**src/rtl/serial_adder_ctrl.sv**
```systemverilog
// Bit-serial adder/subtractor: one full-adder step per cycle, LSB first.
// Optional subtract mode enabled by defining SERIAL_ADDER_SUB_EN.
module serial_adder_ctrl #(
    parameter int WIDTH = 8
) (
    input  logic             clk,
    input  logic             rst_n,
    input  logic             start,
    input  logic [WIDTH-1:0] a_in,
    input  logic [WIDTH-1:0] b_in,
    input  logic             cin,
    input  logic             sub,
    output logic             busy,
    output logic             done,
    output logic [WIDTH-1:0] sum_out,
    output logic             cout
);

    localparam int CW = (WIDTH > 1) ? $clog2(WIDTH) : 1;

    typedef enum logic [1:0] {
        IDLE,
        SHIFT,
        DONE
    } state_t;

    state_t           state;
    state_t           state_nxt;
    logic [CW-1:0]    cnt;
    logic [WIDTH-1:0] a_r;
    logic [WIDTH-1:0] b_r;
    logic [WIDTH-1:0] res;
    logic             c_r;
    logic             s;
    logic             c_nxt;
    logic             accept;
    logic             last;
    logic [WIDTH-1:0] b_load;
    logic             c_load;

`ifdef SERIAL_ADDER_SUB_EN
    // A-B as A + ~B + 1; carry-out of 1 means no borrow
    assign b_load = sub ? ~b_in : b_in;
    assign c_load = sub | cin;
`else
    logic sub_unused;
    assign sub_unused = sub;
    assign b_load     = b_in;
    assign c_load     = cin;
`endif

    assign s     = a_r[0] ^ b_r[0] ^ c_r;
    assign c_nxt = (a_r[0] & b_r[0]) | ((a_r[0] ^ b_r[0]) & c_r);
    assign last  = (cnt == CW'(WIDTH - 1));

    always_comb begin
        state_nxt = state;
        busy      = 1'b0;
        done      = 1'b0;
        accept    = 1'b0;
        unique case (state)
            IDLE: begin
                if (start) begin
                    accept    = 1'b1;
                    state_nxt = SHIFT;
                end
            end
            SHIFT: begin
                busy = 1'b1;
                if (last) state_nxt = DONE;
            end
            DONE: begin
                done = 1'b1;
                if (start) begin
                    accept    = 1'b1;
                    state_nxt = SHIFT;
                end else begin
                    state_nxt = IDLE;
                end
            end
            default: state_nxt = IDLE;
        endcase
    end

    always_ff @(posedge clk) begin
        if (!rst_n) state <= IDLE;
        else        state <= state_nxt;
    end

    always_ff @(posedge clk) begin
        if (!rst_n) begin
            cnt     <= '0;
            a_r     <= '0;
            b_r     <= '0;
            res     <= '0;
            c_r     <= 1'b0;
            sum_out <= '0;
            cout    <= 1'b0;
        end else if (accept) begin
            cnt <= '0;
            a_r <= a_in;
            b_r <= b_load;
            res <= '0;
            c_r <= c_load;
        end else if (busy) begin
            a_r <= a_r >> 1;
            b_r <= b_r >> 1;
            res <= {s, res[WIDTH-1:1]};
            c_r <= c_nxt;
            cnt <= last ? '0 : cnt + 1'b1;
            // final bit joins the result on the same edge it is published
            if (last) begin
                sum_out <= {s, res[WIDTH-1:1]};
                cout    <= c_nxt;
            end
        end
    end

endmodule

```
**config.mk**
```make
export PLATFORM = sky130hd
export DESIGN_NAME = serial_adder_ctrl
export DESIGN_NICKNAME = d
export VERILOG_FILES = /design/src/rtl/serial_adder_ctrl.sv
export SDC_FILE = /design/constraint.sdc
export NUM_CORES = 1
export LEC_CHECK = 0
export ABC_AREA = 1
export CAP_MARGIN = 30
export CORE_ASPECT_RATIO = 0.5
export CORE_MARGIN = 2
export CORE_UTILIZATION = 48
export DETAILED_ROUTE_END_ITERATION = 10
export DONT_BUFFER_PORTS = 1
export PLACE_DENSITY = 0.69
export SLEW_MARGIN = 5
export SYNTH_ARGS = -nofsm -noshare
export SYNTH_HDL_FRONTEND = slang
export SYNTH_SLANG_ARGS = --single-unit
export TNS_END_PERCENT = 10
```
**constraint.sdc**
```tcl
create_clock -name clk -period 1.7 [get_ports clk]
set_clock_uncertainty 0.1 [all_clocks]
set_input_delay 0.255 -clock clk [delete_from_list [all_inputs] [get_ports clk]]
set_output_delay 0.255 -clock clk [all_outputs]
set_load 0.02 [all_outputs]
```
==> flow_summary.json <==
{
  "antenna_found_initial": 0,
  "worst_slew_pin_slew_ns": 0.376,
  "grt_max_degree": 18,
  "drt.antenna.violating_nets": 0,
  "drv_cap": 0,
  "synth.cell_area_sq_um": 1780,
  "slew_viol_final": 0,
  "die_h_microns": 47.1,
  "power_density_nw_per_um2": 960,
  "layout-drive-gt1-share_pct": 17.8,
  "synth_top_cell_by_area": "dfxtp_1",
  "synth_fp_nets": 260,
  "fin_setup_tns_ns": 0,
  "reg2reg_to": "sum_out[4]$_SDFFE_PN0P_",
  "remaining_drc_errors": 0,
  "setup_viol": 0,
  "floorplan.initialDensity_pct": 51.1,
  "vias_per_cell": 4.74,
  "synth_top_area_share_pct": 42.6,
  "fillCellCount": 367,
  "fmax_mhz": 663,
  "grt_pass1_vias": 1158,
  "cts_tree": "built",
  "r2r_setup_slack_ns": 0.23,
  "min_period_ns": 1.51,
  "die_w_microns": 90.2,
  "seq_area_frac_synth_pct": 42.6,
  "clockBufferDepth": 2,
  "io_buffers": 0,
  "hpwl_mm": 2.21,
  "seq_area_sq_um": 761,
  "cp_data_required_time_ns": 1.34,
  "irDropWorstVdd_mv": 0.324,
  "clkSinkCount": 38,
  "worst_hold_path_type": "input port to flop",
  "areaGrowthSynthToFinish_pct": 5.89,
  "outcome": "completed",
  "gp_congestion": 0.771,
  "io_pins": 32,
  "cts_root_buffer": "clkbuf_8",
  "drtIter0Drc": 47,
  "grt_util_all_layers_pct": 16.6,
  "nets": 264,
  "rows": 15,
  "syn_inst": 236,
  "yosys_warnings": 0,
  "ys_seq_elements": 38,
  "antennaDiodeCount": 0,
  "finalCritPeriodShare_pct": 88.7,
  "hold_depth": 2,
  "critPathArrivalTime_ns": 1.15,
  "wl_per_cell_microns": 11.4,
  "crit_type": "flop to output pin",
  "cp-start-kind": "flop",
  "hp-start": "rst_n",
  "htreeDepth": 2,
  "power_leakage_nw": 0.868,
  "dieArea_sq_um": 4250,
  "r2r_cells": 8,
  "crit_start": "state[0]$_SDFFE_PN0P_",
  "relSlewSlack_pct": 74.9,
  "core_sq_um": 3490,
  "drt_wl_total_mm": 3.33,
  "grt_pass1_wl_mm": 5.26,
  "timing.rr.start": "cnt[0]$_SDFFE_PP0N_",
  "route.vias.total": 1383,
  "critPathCaptureType": "output pin",
  "clk_latency_ns": 0.29,
  "fin_total_pwr_mw": 1.81,
  "synthTopCellsByArea": "dfxtp_1 43%, nand2_1 12%, nand3_1 6.2%",
  "avgSynthCellArea_sq_um": 7.56,
  "cts_inserted_buffers": 5,
  "whs_endpoint": "sum_out[2]$_SDFFE_PN0P_",
  "grt_overflow": 0,
  "finalHoldViolCount": 0,
  "clkTransAtPathRegs_ns": 0.07,
  "multiInputGateArea_sq_um": 795,
  "crit_fanout": 7,
  "synth_cell_types": 24,
  "drt-pass1-iter-count": 4,
  "rsz0062_at_grt": "false"
}
-- worst max path at each step --
| stage | end | slack [ns] |
|---|---|---|
| floorplan | sum_out[7]$_SDFFE_PN0P_ | 0.40 |
| global placement | sum_out[4]$_SDFFE_PN0P_ | 0.26 |
| detailed placement | sum_out[4]$_SDFFE_PN0P_ | 0.23 |
| CTS | done | 0.17 |
| global route | sum_out[7]$_SDFFE_PN0P_ | 0.07 |
| finish | done | 0.19 |
-- critical path, stage by stage (launching register included) --
cell	delay, ns
dfxtp_1	0.37
buf_4	0.18
nor2_1	0.32
-- power by group --
| group | switching [mW] | leakage [nW] | internal [mW] |
|---|---|---|---|
| clock | 0.308 | 0.0482 | 0.327 |
| combinational | 0.142 | 0.510 | 0.0781 |
| sequential | 0.0259 | 0.310 | 0.933 |
-- final cells by class --
cell class / instances / area share, %
multi-input cells: 156 / 42.1
flip-flops and latches: 38 / 40.3
inverters: 33 / 6.82
clock buffers: 7 / 4.57
well taps: 51 / 3.38
repair buffers: 6 / 2.65
clock inverters: 1 / 0.265
-- layout by cell type, fill, tap and decap left out --
master          n
clkbuf_1        1
fa_1            1
inv_6           1
o21ai_1         5
nand2_2         9
nor2_1         26
inv_1          27
clkbuf_8        6
clkinv_2        1
nand2_4         4
o21ai_0         6
inv_2           4
a21oi_2        11
nand3_1        22
nor2_2          1
dfxtp_1        38
nand3_2         1
nand2_1        59
nor2_4          1
clkinv_1        1
ha_1            2
buf_4           4
dlygate4sd3_1   2
a21oi_1         8
-- state kept, by name, indices dropped and copies added, names as in the netlist --
| register | count |
|---|---|
| res | 7 |
| state | 2 |
| a_r | 8 |
| c_r | 1 |
| cnt | 3 |
| b_r | 8 |
| cout | 1 |
| sum_out | 8 |
-- stage by stage --
stage,area (sq um),utilization (%),setup WS (ns),hold WS (ns),instances
2_1_floorplan,1780,-,0.403,0.290,236
3_3_place_gp,1780,50.9,0.255,0.297,282
3_5_place_dp,1780,50.9,0.229,0.300,282
4_1_cts,1890,54.1,0.171,0.00492,292
5_1_grt,1890,54.1,0.0726,0.00251,292
6_report,1890,54.1,0.191,0.00823,292
-- repair_timing --
| action | CTS | global route |
|---|---|---|
| endpoints found under the setup margin | 0 | 0 |
| buffers inserted | 0 | 0 |
| hold endpoints to repair | 5 | 0 |
| resized for setup | 0 | 0 |
| hold buffers | 2 | 0 |
-- metal layers --
metal | up-vias | share of wire [%] | track usage (%)
met1 | 619 | 52 | 20.0
met3 | 6 | 5.3 | 6.42
met5 | - | 0 | 0
met4 | 0 | 1.6 | 8.31
met2 | 25 | 41 | 27.2
li1 | 733 | - | -
-- kinds of logic (layout without fill, tap and decap cells) --
kind of cell	after synthesis	count (layout)	synth area share [%]
buffers and inverters	42	47	12.8
AOI/OAI and AO/OA	30	30	10.7
DFF	38	38	42.6
adders and majority gates	3	3	2.52
and+or+nand+nor	123	123	31.3
-- Yosys cell counts, drive strengths merged --
cell type and instances:
nand2 72, dfxtp 38, o21ai 11, nand3 23
ha 2, fa 1, clkinv 1, buf 8
inv 32, nor2 28, clkbuf 1, a21oi 19
Note: power is estimated with default switching activity, not from simulation.
